==> src/rtl/clint_types_pkg.sv <==
// Shared register map, handshake state type and byte-lane helper for the
// core-local timer/software interrupt block.
package clint_types_pkg;

  localparam logic [15:0] MSIP_OFF        = 16'h0000;
  localparam logic [15:0] MTIMECMP_LO_OFF = 16'h4000;
  localparam logic [15:0] MTIMECMP_HI_OFF = 16'h4004;
  localparam logic [15:0] MTIME_LO_OFF    = 16'hBFF8;
  localparam logic [15:0] MTIME_HI_OFF    = 16'hBFFC;

  localparam logic [63:0] MTIMECMP_RESET  = 64'hFFFF_FFFF_FFFF_FFFF;

  typedef enum logic [0:0] {
    IDLE = 1'b0,
    RESP = 1'b1
  } clint_state_t;

  // Lanes with their enable set take the new byte, the rest keep the old one.
  function automatic logic [31:0] merge_lanes(input logic [31:0] old_v,
                                              input logic [31:0] new_v,
                                              input logic [3:0]  be);
    logic [31:0] res_v;
    res_v = old_v;
    for (int i = 0; i < 4; i++) begin
      if (be[i]) res_v[8*i +: 8] = new_v[8*i +: 8];
      else       res_v[8*i +: 8] = old_v[8*i +: 8];
    end
    return res_v;
  endfunction

endpackage

==> src/rtl/clint_prescaler.sv <==
// Divides the core clock into mtime ticks; clear restarts the division so a
// software write to mtime gets a full PRESCALE period before the next tick.
module clint_prescaler #(
  parameter int PRESCALE = 1
) (
  input  logic CLK,
  input  logic nRST,
  input  logic clear,
  output logic tick
);

  logic [15:0] count_r;
  logic [15:0] count_nxt_s;

  assign tick = (count_r == 16'(PRESCALE - 1));

  // Next count: restart on clear or on wrap, otherwise advance.
  always_comb begin
    count_nxt_s = count_r;
    if (clear)     count_nxt_s = 16'h0000;
    else if (tick) count_nxt_s = 16'h0000;
    else           count_nxt_s = count_r + 16'h0001;
  end

  // Division counter register.
  always_ff @(posedge CLK or negedge nRST) begin
    if (!nRST) count_r <= 16'h0000;
    else       count_r <= count_nxt_s;
  end

endmodule

==> src/rtl/prv_clint_timer.sv <==
// Core-local interruptor: free-running mtime, mtimecmp and msip behind a
// one-wait-cycle request/busy bus, driving timer_int and soft_int.
module prv_clint_timer
  import clint_types_pkg::*;
#(
  parameter logic [31:0] BASE_ADDR = 32'hF000_0000,
  parameter int          PRESCALE  = 1,
  parameter int          ADDR_W    = 16
) (
  input  logic        CLK,
  input  logic        nRST,
  input  logic        ren,
  input  logic        wen,
  input  logic [31:0] addr,
  input  logic [31:0] wdata,
  input  logic [3:0]  byte_en,
  output logic [31:0] rdata,
  output logic        busy,
  output logic        timer_int,
  output logic        soft_int,
  output logic [63:0] mtime_o
);

  clint_state_t      state_r, state_nxt_s;
  logic              req_wr_r, req_in_win_r;
  logic [ADDR_W-1:0] req_off_r;
  logic [31:0]       req_wdata_r;
  logic [3:0]        req_be_r;

  logic [63:0] mtime_r, mtime_nxt_s;
  logic [63:0] mtimecmp_r, mtimecmp_nxt_s;
  logic        msip_r, msip_nxt_s;
  logic [31:0] rdata_r, rd_val_s;
  logic        busy_r, timer_int_r;

  logic [31:0]       off_full_s;
  logic [ADDR_W-1:0] off_s;
  logic              in_win_s, capture_s, commit_s, tick_s, clear_s;
  logic              wr_msip_s, wr_cmp_lo_s, wr_cmp_hi_s, wr_mt_lo_s, wr_mt_hi_s;

  assign off_full_s = addr - BASE_ADDR;
  assign off_s      = off_full_s[ADDR_W-1:0];
  assign in_win_s   = (off_full_s[31:ADDR_W] == {(32-ADDR_W){1'b0}});
  assign capture_s  = (state_r == IDLE) && (ren || wen);
  // A write lands on the RESP->IDLE edge, so a reset during RESP drops it.
  assign commit_s   = (state_r == RESP) && req_wr_r && req_in_win_r;

  assign wr_msip_s   = commit_s && (req_off_r == ADDR_W'(MSIP_OFF));
  assign wr_cmp_lo_s = commit_s && (req_off_r == ADDR_W'(MTIMECMP_LO_OFF));
  assign wr_cmp_hi_s = commit_s && (req_off_r == ADDR_W'(MTIMECMP_HI_OFF));
  assign wr_mt_lo_s  = commit_s && (req_off_r == ADDR_W'(MTIME_LO_OFF));
  assign wr_mt_hi_s  = commit_s && (req_off_r == ADDR_W'(MTIME_HI_OFF));
  assign clear_s     = wr_mt_lo_s || wr_mt_hi_s;

  clint_prescaler #(.PRESCALE(PRESCALE)) u_prescaler (
    .CLK   (CLK),
    .nRST  (nRST),
    .clear (clear_s),
    .tick  (tick_s)
  );

  // Handshake next state: one response cycle per accepted request.
  always_comb begin
    state_nxt_s = state_r;
    case (state_r)
      IDLE: begin
        if (ren || wen) state_nxt_s = RESP;
        else            state_nxt_s = IDLE;
      end
      RESP:    state_nxt_s = IDLE;
      default: state_nxt_s = IDLE;
    endcase
  end

  // Register read mux over the live register values.
  always_comb begin
    rd_val_s = 32'h0000_0000;
    if (in_win_s) begin
      case (off_s)
        ADDR_W'(MSIP_OFF):        rd_val_s = {31'h0000_0000, msip_r};
        ADDR_W'(MTIMECMP_LO_OFF): rd_val_s = mtimecmp_r[31:0];
        ADDR_W'(MTIMECMP_HI_OFF): rd_val_s = mtimecmp_r[63:32];
        ADDR_W'(MTIME_LO_OFF):    rd_val_s = mtime_r[31:0];
        ADDR_W'(MTIME_HI_OFF):    rd_val_s = mtime_r[63:32];
        default:                  rd_val_s = 32'h0000_0000;
      endcase
    end else begin
      rd_val_s = 32'h0000_0000;
    end
  end

  // Register next values; a bus write to mtime overrides the tick with no carry.
  always_comb begin
    mtime_nxt_s    = mtime_r;
    mtimecmp_nxt_s = mtimecmp_r;
    msip_nxt_s     = msip_r;
    if (wr_mt_lo_s)
      mtime_nxt_s = {mtime_r[63:32], merge_lanes(mtime_r[31:0], req_wdata_r, req_be_r)};
    else if (wr_mt_hi_s)
      mtime_nxt_s = {merge_lanes(mtime_r[63:32], req_wdata_r, req_be_r), mtime_r[31:0]};
    else if (tick_s)
      mtime_nxt_s = mtime_r + 64'd1;
    else
      mtime_nxt_s = mtime_r;
    if (wr_cmp_lo_s)
      mtimecmp_nxt_s = {mtimecmp_r[63:32], merge_lanes(mtimecmp_r[31:0], req_wdata_r, req_be_r)};
    else if (wr_cmp_hi_s)
      mtimecmp_nxt_s = {merge_lanes(mtimecmp_r[63:32], req_wdata_r, req_be_r), mtimecmp_r[31:0]};
    else
      mtimecmp_nxt_s = mtimecmp_r;
    if (wr_msip_s && req_be_r[0]) msip_nxt_s = req_wdata_r[0];
    else                          msip_nxt_s = msip_r;
  end

  // Handshake state and captured request.
  always_ff @(posedge CLK or negedge nRST) begin
    if (!nRST) begin
      state_r      <= IDLE;
      req_wr_r     <= 1'b0;
      req_in_win_r <= 1'b0;
      req_off_r    <= {ADDR_W{1'b0}};
      req_wdata_r  <= 32'h0000_0000;
      req_be_r     <= 4'h0;
    end else begin
      state_r <= state_nxt_s;
      if (capture_s) begin
        req_wr_r     <= wen;
        req_in_win_r <= in_win_s;
        req_off_r    <= off_s;
        req_wdata_r  <= wdata;
        req_be_r     <= byte_en;
      end
    end
  end

  // Timer registers and registered outputs.
  always_ff @(posedge CLK or negedge nRST) begin
    if (!nRST) begin
      mtime_r     <= 64'd0;
      mtimecmp_r  <= MTIMECMP_RESET;
      msip_r      <= 1'b0;
      rdata_r     <= 32'h0000_0000;
      busy_r      <= 1'b1;
      timer_int_r <= 1'b0;
    end else begin
      mtime_r     <= mtime_nxt_s;
      mtimecmp_r  <= mtimecmp_nxt_s;
      msip_r      <= msip_nxt_s;
      rdata_r     <= (capture_s && ren && !wen) ? rd_val_s : 32'h0000_0000;
      busy_r      <= (state_nxt_s == IDLE);
      timer_int_r <= (mtime_nxt_s >= mtimecmp_nxt_s);
    end
  end

  assign rdata     = rdata_r;
  assign busy      = busy_r;
  assign timer_int = timer_int_r;
  assign soft_int  = msip_r;
  assign mtime_o   = mtime_r;

endmodule

==> config.mk <==
export PLATFORM = sky130hd
export DESIGN_NAME = prv_clint_timer
export DESIGN_NICKNAME = d
export VERILOG_FILES = /design/src/rtl/clint_types_pkg.sv /design/src/rtl/clint_prescaler.sv /design/src/rtl/prv_clint_timer.sv
export SDC_FILE = /design/constraint.sdc
export NUM_CORES = 1
export LEC_CHECK = 0
export ABC_AREA = 1
export CAP_MARGIN = 10
export CORE_MARGIN = 2
export CORE_UTILIZATION = 60
export DETAILED_ROUTE_END_ITERATION = 8
export PLACE_DENSITY = 0.88
export SETUP_SLACK_MARGIN = 0.3
export SYNTH_ARGS = -nofsm -noshare
export SYNTH_HDL_FRONTEND = slang
export SYNTH_SLANG_ARGS = --single-unit
==> constraint.sdc <==
create_clock -name CLK -period 4.37 [get_ports CLK]
set_clock_uncertainty 0.1 [all_clocks]
set_input_delay 0.874 -clock CLK [delete_from_list [all_inputs] [get_ports CLK]]
set_output_delay 0.874 -clock CLK [all_outputs]
set_load 0.005 [all_outputs]
# Word-level counts from Yosys, hierarchy flattened
# Cells that the tools add are included.
# classes
addsub,3
order_cmp,1
eq_ne,8
mux,28
n_bitwise,2
n_reduce_logical,18
# ops
operator,count
$mux W64,5
$pmux W32 S5,1
$mux W8,16
$add A64 B1 Y64 const B,1
$eq A16 B15 Y1 const B,4
$eq A16 B16 Y1 const B,4
$ge A64 B64 Y1,1
$logic_not A16 Y1,4
$mux W32,2
$mux W16,2
$sub A32 B32 Y32 const B,1
$add A16 B1 Y16 const B,1
$logic_and A1 B1 Y1,11
$logic_or A1 B1 Y1,2
$not A1 Y1,2
$pmux W1 S2,1
$logic_not A1 Y1,1
$mux W1,1
# totals
regBits,234
in_bits,72
output_inout_bits,99
elab_cells,73

# Logic depth before layout (Yosys ltp)
# depth
depth_word,6
depth_mapped,24
ltp_nobuf,23

# Hierarchy
# Synthesis repeated with hierarchy kept, for this count alone.
# hier_totals
hier_cells,2246
area_unflattened_um2,15225.9
# by_module_without_submodules
mod,n_inst,cells_each,area_per_inst_um2,seq_area_each_um2
prv_clint_timer,1,2114,14268.7,5536.6
clint_prescaler,1,132,957.2,400.4

# Worst setup path after synthesis
# No wires, ideal clock.
# synth_path
kind,register to register
startpoint,register u_prescaler.count_r[0]
endpoint,register timer_int_r (netlist: timer_int)
setup_time_ps,121
t_arrival_ps,2481
required_ps,4149
path_slack_ps,1668
path_stages_with_launch,20
n_path_buf,1
synth_period_minus_slack_ps,2702
path_cell_list,dfrtp_1 > inv_1 > ha_1 > nand2_1 > nor2_1 > nand2_1 > nor2_4 > buf_6 > nand3_1 > nor2_1 > xor2_1 > a21oi_1 > ha_1 > a21oi_1 > o21ai_0 > a21oi_1 > o21a_1 > nand2_1 > nand2_1 > nand2_1
# synth_via
elab_chain_cells,5
# synth_lines
element,line,source
start: declaration,clint_prescaler.sv:12,logic [15:0] count_r;
start signal: assignment,clint_prescaler.sv:28,else count_r <= count_nxt_s;
$logic_not A16 Y1,clint_prescaler.sv:15,assign tick = (count_r == 16'(PRESCALE - 1));
$mux W64,prv_clint_timer.sv:101,else if (tick_s)
$mux W64,prv_clint_timer.sv:99,else if (wr_mt_hi_s)
$mux W64,prv_clint_timer.sv:97,if (wr_mt_lo_s)
via mtime_nxt_s[27],prv_clint_timer.sv:30,"logic [63:0] mtime_r, mtime_nxt_s;"
$ge A64 B64 Y1,prv_clint_timer.sv:151,timer_int_r <= (mtime_nxt_s >= mtimecmp_nxt_s);
end signal: assignment,prv_clint_timer.sv:151,
end: declaration,prv_clint_timer.sv:34,"logic busy_r, timer_int_r;"
# The timed path passes the listed nets, and every way through them passes these cells.
# A chain may end at the register's enable or synchronous reset.

# Worst setup path in the final report
# layout_path
startpoint,register req_off_r[1]
endpoint,register timer_int_r (netlist: timer_int)
# layout_via
elab_chain_cells,5
elab_cells_between_ends,13
classes_between,order compare: 1; eq/ne: 4; mux: 4; reduce/logical: 4
# layout_lines
element,line,source
start: declaration,prv_clint_timer.sv:26,logic [ADDR_W-1:0] req_off_r;
start signal: assignment,prv_clint_timer.sv:121,req_off_r <= {ADDR_W{1'b0}};
start signal: assignment,prv_clint_timer.sv:129,req_off_r <= off_s;
$eq A16 B16 Y1,prv_clint_timer.sv:52,assign wr_mt_hi_s = commit_s && (req_off_r == ADDR_W'(MTIME_HI_OFF));
$logic_and A1 B1 Y1,prv_clint_timer.sv:52,
$mux W64,prv_clint_timer.sv:99,
$mux W64 (*),prv_clint_timer.sv:97,
via mtime_nxt_s[11],prv_clint_timer.sv:30,
$ge A64 B64 Y1 (*),prv_clint_timer.sv:151,
# Mark *: on every way through the listed nets, which the timed path passes. The rest lies on a longest branch.

==> flow_summary.json <==
{
  "status": "complete, no violations",
  "fmax_ghz": 0.263,
  "final.min_clock_period_ns": 3.81,
  "layout.cells.non_filler": 2740,
  "syn_inst": 2208,
  "grt_usage_pct": 43.3,
  "switchingPower_w": 0.00138,
  "cp.arrival_ns": 4.13,
  "core_area_um2": 25300,
  "power_frac_comb_pct": 10.0,
  "drc": 0,
  "ios": 171,
  "hold_class": "in -> async",
  "synth-seq-cells": 234,
  "area_growth_pct": 19.6,
  "finalSetupViolCount": 0,
  "crit_path_max_fanout": 6,
  "io_buffers": 170,
  "cts.root.buffer_cell": "clkbuf_16",
  "finalMaxSlewViolations": 0,
  "cellPowerDensity_nw_per_um2": 273,
  "worstSkewPairLatency_ns": 0.55,
  "place_congestion": 1.13,
  "cts_max_path_buffers": 3,
  "synth_edf_count": 0,
  "num_vias": 16500,
  "place_hpwl_um": 43400,
  "r2r_slack_ns": 0.56,
  "vdd_drop_max_mv": 0.396,
  "drtPass1Iterations": 6,
  "r2r_cells": 19,
  "clk_pin_slew_worst_paths_ns": 0.06,
  "hold_violations": 0,
  "die_y_um": 164,
  "grt_max_degree": 95,
  "synth_cell_types": 48,
  "start_kind": "flop",
  "cts_sinks": 234,
  "pre_cts_ws_ns": 0.282,
  "max_stage_delay_ns": 0.69,
  "p_seq_share_pct": 47.4,
  "dp_cells": 2687,
  "p_total_w": 0.00505,
  "antenna_left": 0,
  "synth_ff_type": "dfrtp_1",
  "grt_pass1_vias": 15900,
  "dpl-instance-area_um2": 17600,
  "worstSetupEndpointType": "flop",
  "yosysSeqAreaShare_pct": 38.4,
  "leakagePower_nw": 8.54,
  "layout_commonest_cell": "nand2_1",
  "syn_area_um2": 15500,
  "design_area_um2": 18500,
  "syn_nets": 2347,
  "finalNetCount": 2529,
  "period_share_pct": 87.2,
  "clockPowerShare_pct": 42.6,
  "drt-initial-drc-count": 2052,
  "mostFrequentLayoutCells": "600 x nand2_1, 333 x nor2_1, 246 x inv_1",
  "n_fill_cell": 2030,
  "routed_wl_um": 58800,
  "max-slew-margin-rel_pct": 36.5,
  "grt_pass1_wl_um": 89300,
  "finalSetupTns_ns": 0,
  "rsz0062_at_grt": "no",
  "power.internal_w": 0.00366,
  "reg2reg_from": "req_off_r[1]",
  "worstReg2RegEnd": "timer_int",
  "start_util_pct": 61.2,
  "cap_violations": 0,
  "antenna_found_initial": 0,
  "cts_max_level": 1,
  "path_class": "reg -> reg",
  "hold_buffers": 0,
  "die_w_um": 164,
  "dieArea_um2": 27100,
  "vias_per_cell": 6.03,
  "p_sw_share_pct": 27.4,
  "ys_warn_count": 0,
  "overflow": 0,
  "routedWlPerCell_um": 21.4,
  "setup_ws_ns": 0.561,
  "path_cells": "nor2_1, nand2_1, nor4_4, clkinvlp_4, buf_4, or2_0, nand3_1, nand2_1, ha_1, a21oi_1, o21ai_0, nand2_1, nand2_1, nor2_1, nand2_1, nand2_1, nand2_1, nand2_1, nand2_1",
  "drive_gt1_share_pct": 11.6,
  "slowest_stage": "nor4_4",
  "cts_buffers": 26,
  "required_ns": 4.69,
  "async_flop_share_pct": 100,
  "tightest_slew_ns": 0.953,
  "core.rowCount": 58,
  "cts_tree": "done",
  "worst_path_most_repeated_cell": "nand2_1",
  "diodes": 0,
  "syn_avg_cell_area_um2": 7.00
}
area by class of cell:
cell class	count	area [um^2]	share of cell area, %
repair inverters	1	7.51	0.0406
well taps	330	413	2.23
clock buffers	39	741	4.01
clock inverters	9	72.6	0.393
multi-input cells	1635	8200	44.4
flip-flops and latches	234	5940	32.1
inverters	278	1050	5.67
repair buffers	214	2060	11.2
cells by family after synthesis:
logic type,count (synthesis),share of synthesized area (%)
simple gates,1166,32.2
xor+xnor,25,1.42
fa+ha+maj,67,5.42
flops,234,38.4
buf+inv,339,8.76
mux,3,0.194
compound gates,374,13.6
through the flow:
step / hold slack [ns] / util, %
floorplan: 0.342 / -
global placement: 0.355 / 69.7
detailed placement: 0.364 / 69.7
CTS: 0.294 / 72.9
global route: 0.313 / 73.2
finish: 0.208 / 73.2
cells in the mapped netlist (8+ instances only):
cell,count,area share (%)
nor2_1,334,8.1
nor2_4,9,0.66
ha_1,67,5.4
inv_2,28,0.68
dfstp_2,65,11
xor2_1,21,1.2
o21ai_2,32,1.8
o22ai_1,23,0.93
o21ai_1,15,0.49
inv_1,247,6.0
buf_2,8,0.26
clkbuf_1,37,0.90
nand4_1,43,1.7
or2_2,20,0.81
o21ai_0,156,5.1
dfrtp_1,169,27
o211ai_1,12,0.58
nor4_1,8,0.32
a21oi_1,118,3.8
nor2_2,14,0.57
nor3_1,17,0.55
nand2_1,600,15
nand3_1,86,2.8
flip-flops by register name, summed over array words and instances, names as in the netlist, 4 cells and up:
| register | cells |
|---|---|
| mtime_o | 64 |
| mtimecmp_r | 64 |
| rdata | 32 |
| req_wdata_r | 32 |
| req_off_r | 16 |
| u_prescaler.count_r | 16 |
| req_be_r | 4 |
power by group through the flow:
stage                     logic (W)  clock network (W)  registers (W)
after floorplan            0.000310                  0        0.00236
after global placement     0.000478                  0        0.00241
after detailed placement   0.000492                  0        0.00242
after CTS                  0.000498            0.00215        0.00238
after global routing       0.000565            0.00222        0.00240
final                      0.000505            0.00215        0.00239
routing by layer:
metal / GRT usage [%] / share of wire (%)
met3: 10.3 / 12
met4: 21.9 / 6.0
met5: 0 / 0
met2: 67.0 / 44
met1: 56.8 / 38
worst max-delay path, delay by kind of cell (launching register included):
family / cells / cell delay [ns]
adders and majority gates: 1 / 0.32
DFF: 1 / 0.37
AOI/OAI and AO/OA: 2 / 0.26
and+or+nand+nor: 14 / 2.20
buffers and inverters: 2 / 0.43
worst max-delay path by stage:
stage | from | end | slack, ns | depth (start not counted)
global route | u_prescaler.count_r[0] | timer_int | 0.39 | 22
detailed placement | req_in_win_r | timer_int | 0.28 | 17
finish | req_off_r[1] | timer_int | 0.56 | 19
CTS | req_in_win_r | timer_int | 0.47 | 17
floorplan | u_prescaler.count_r[0] | timer_int | 1.67 | 19
global placement | req_in_win_r | timer_int | 0.39 | 17
timing repair:
item | in CTS | in global routing
pin swaps | 0 | 1
cloned | 1 | 0
buffers inserted | 0 | 4
setup endpoints to repair | 1 | 1
resized for setup | 2 | 4
Note: power is estimated with default switching activity, not from simulation.
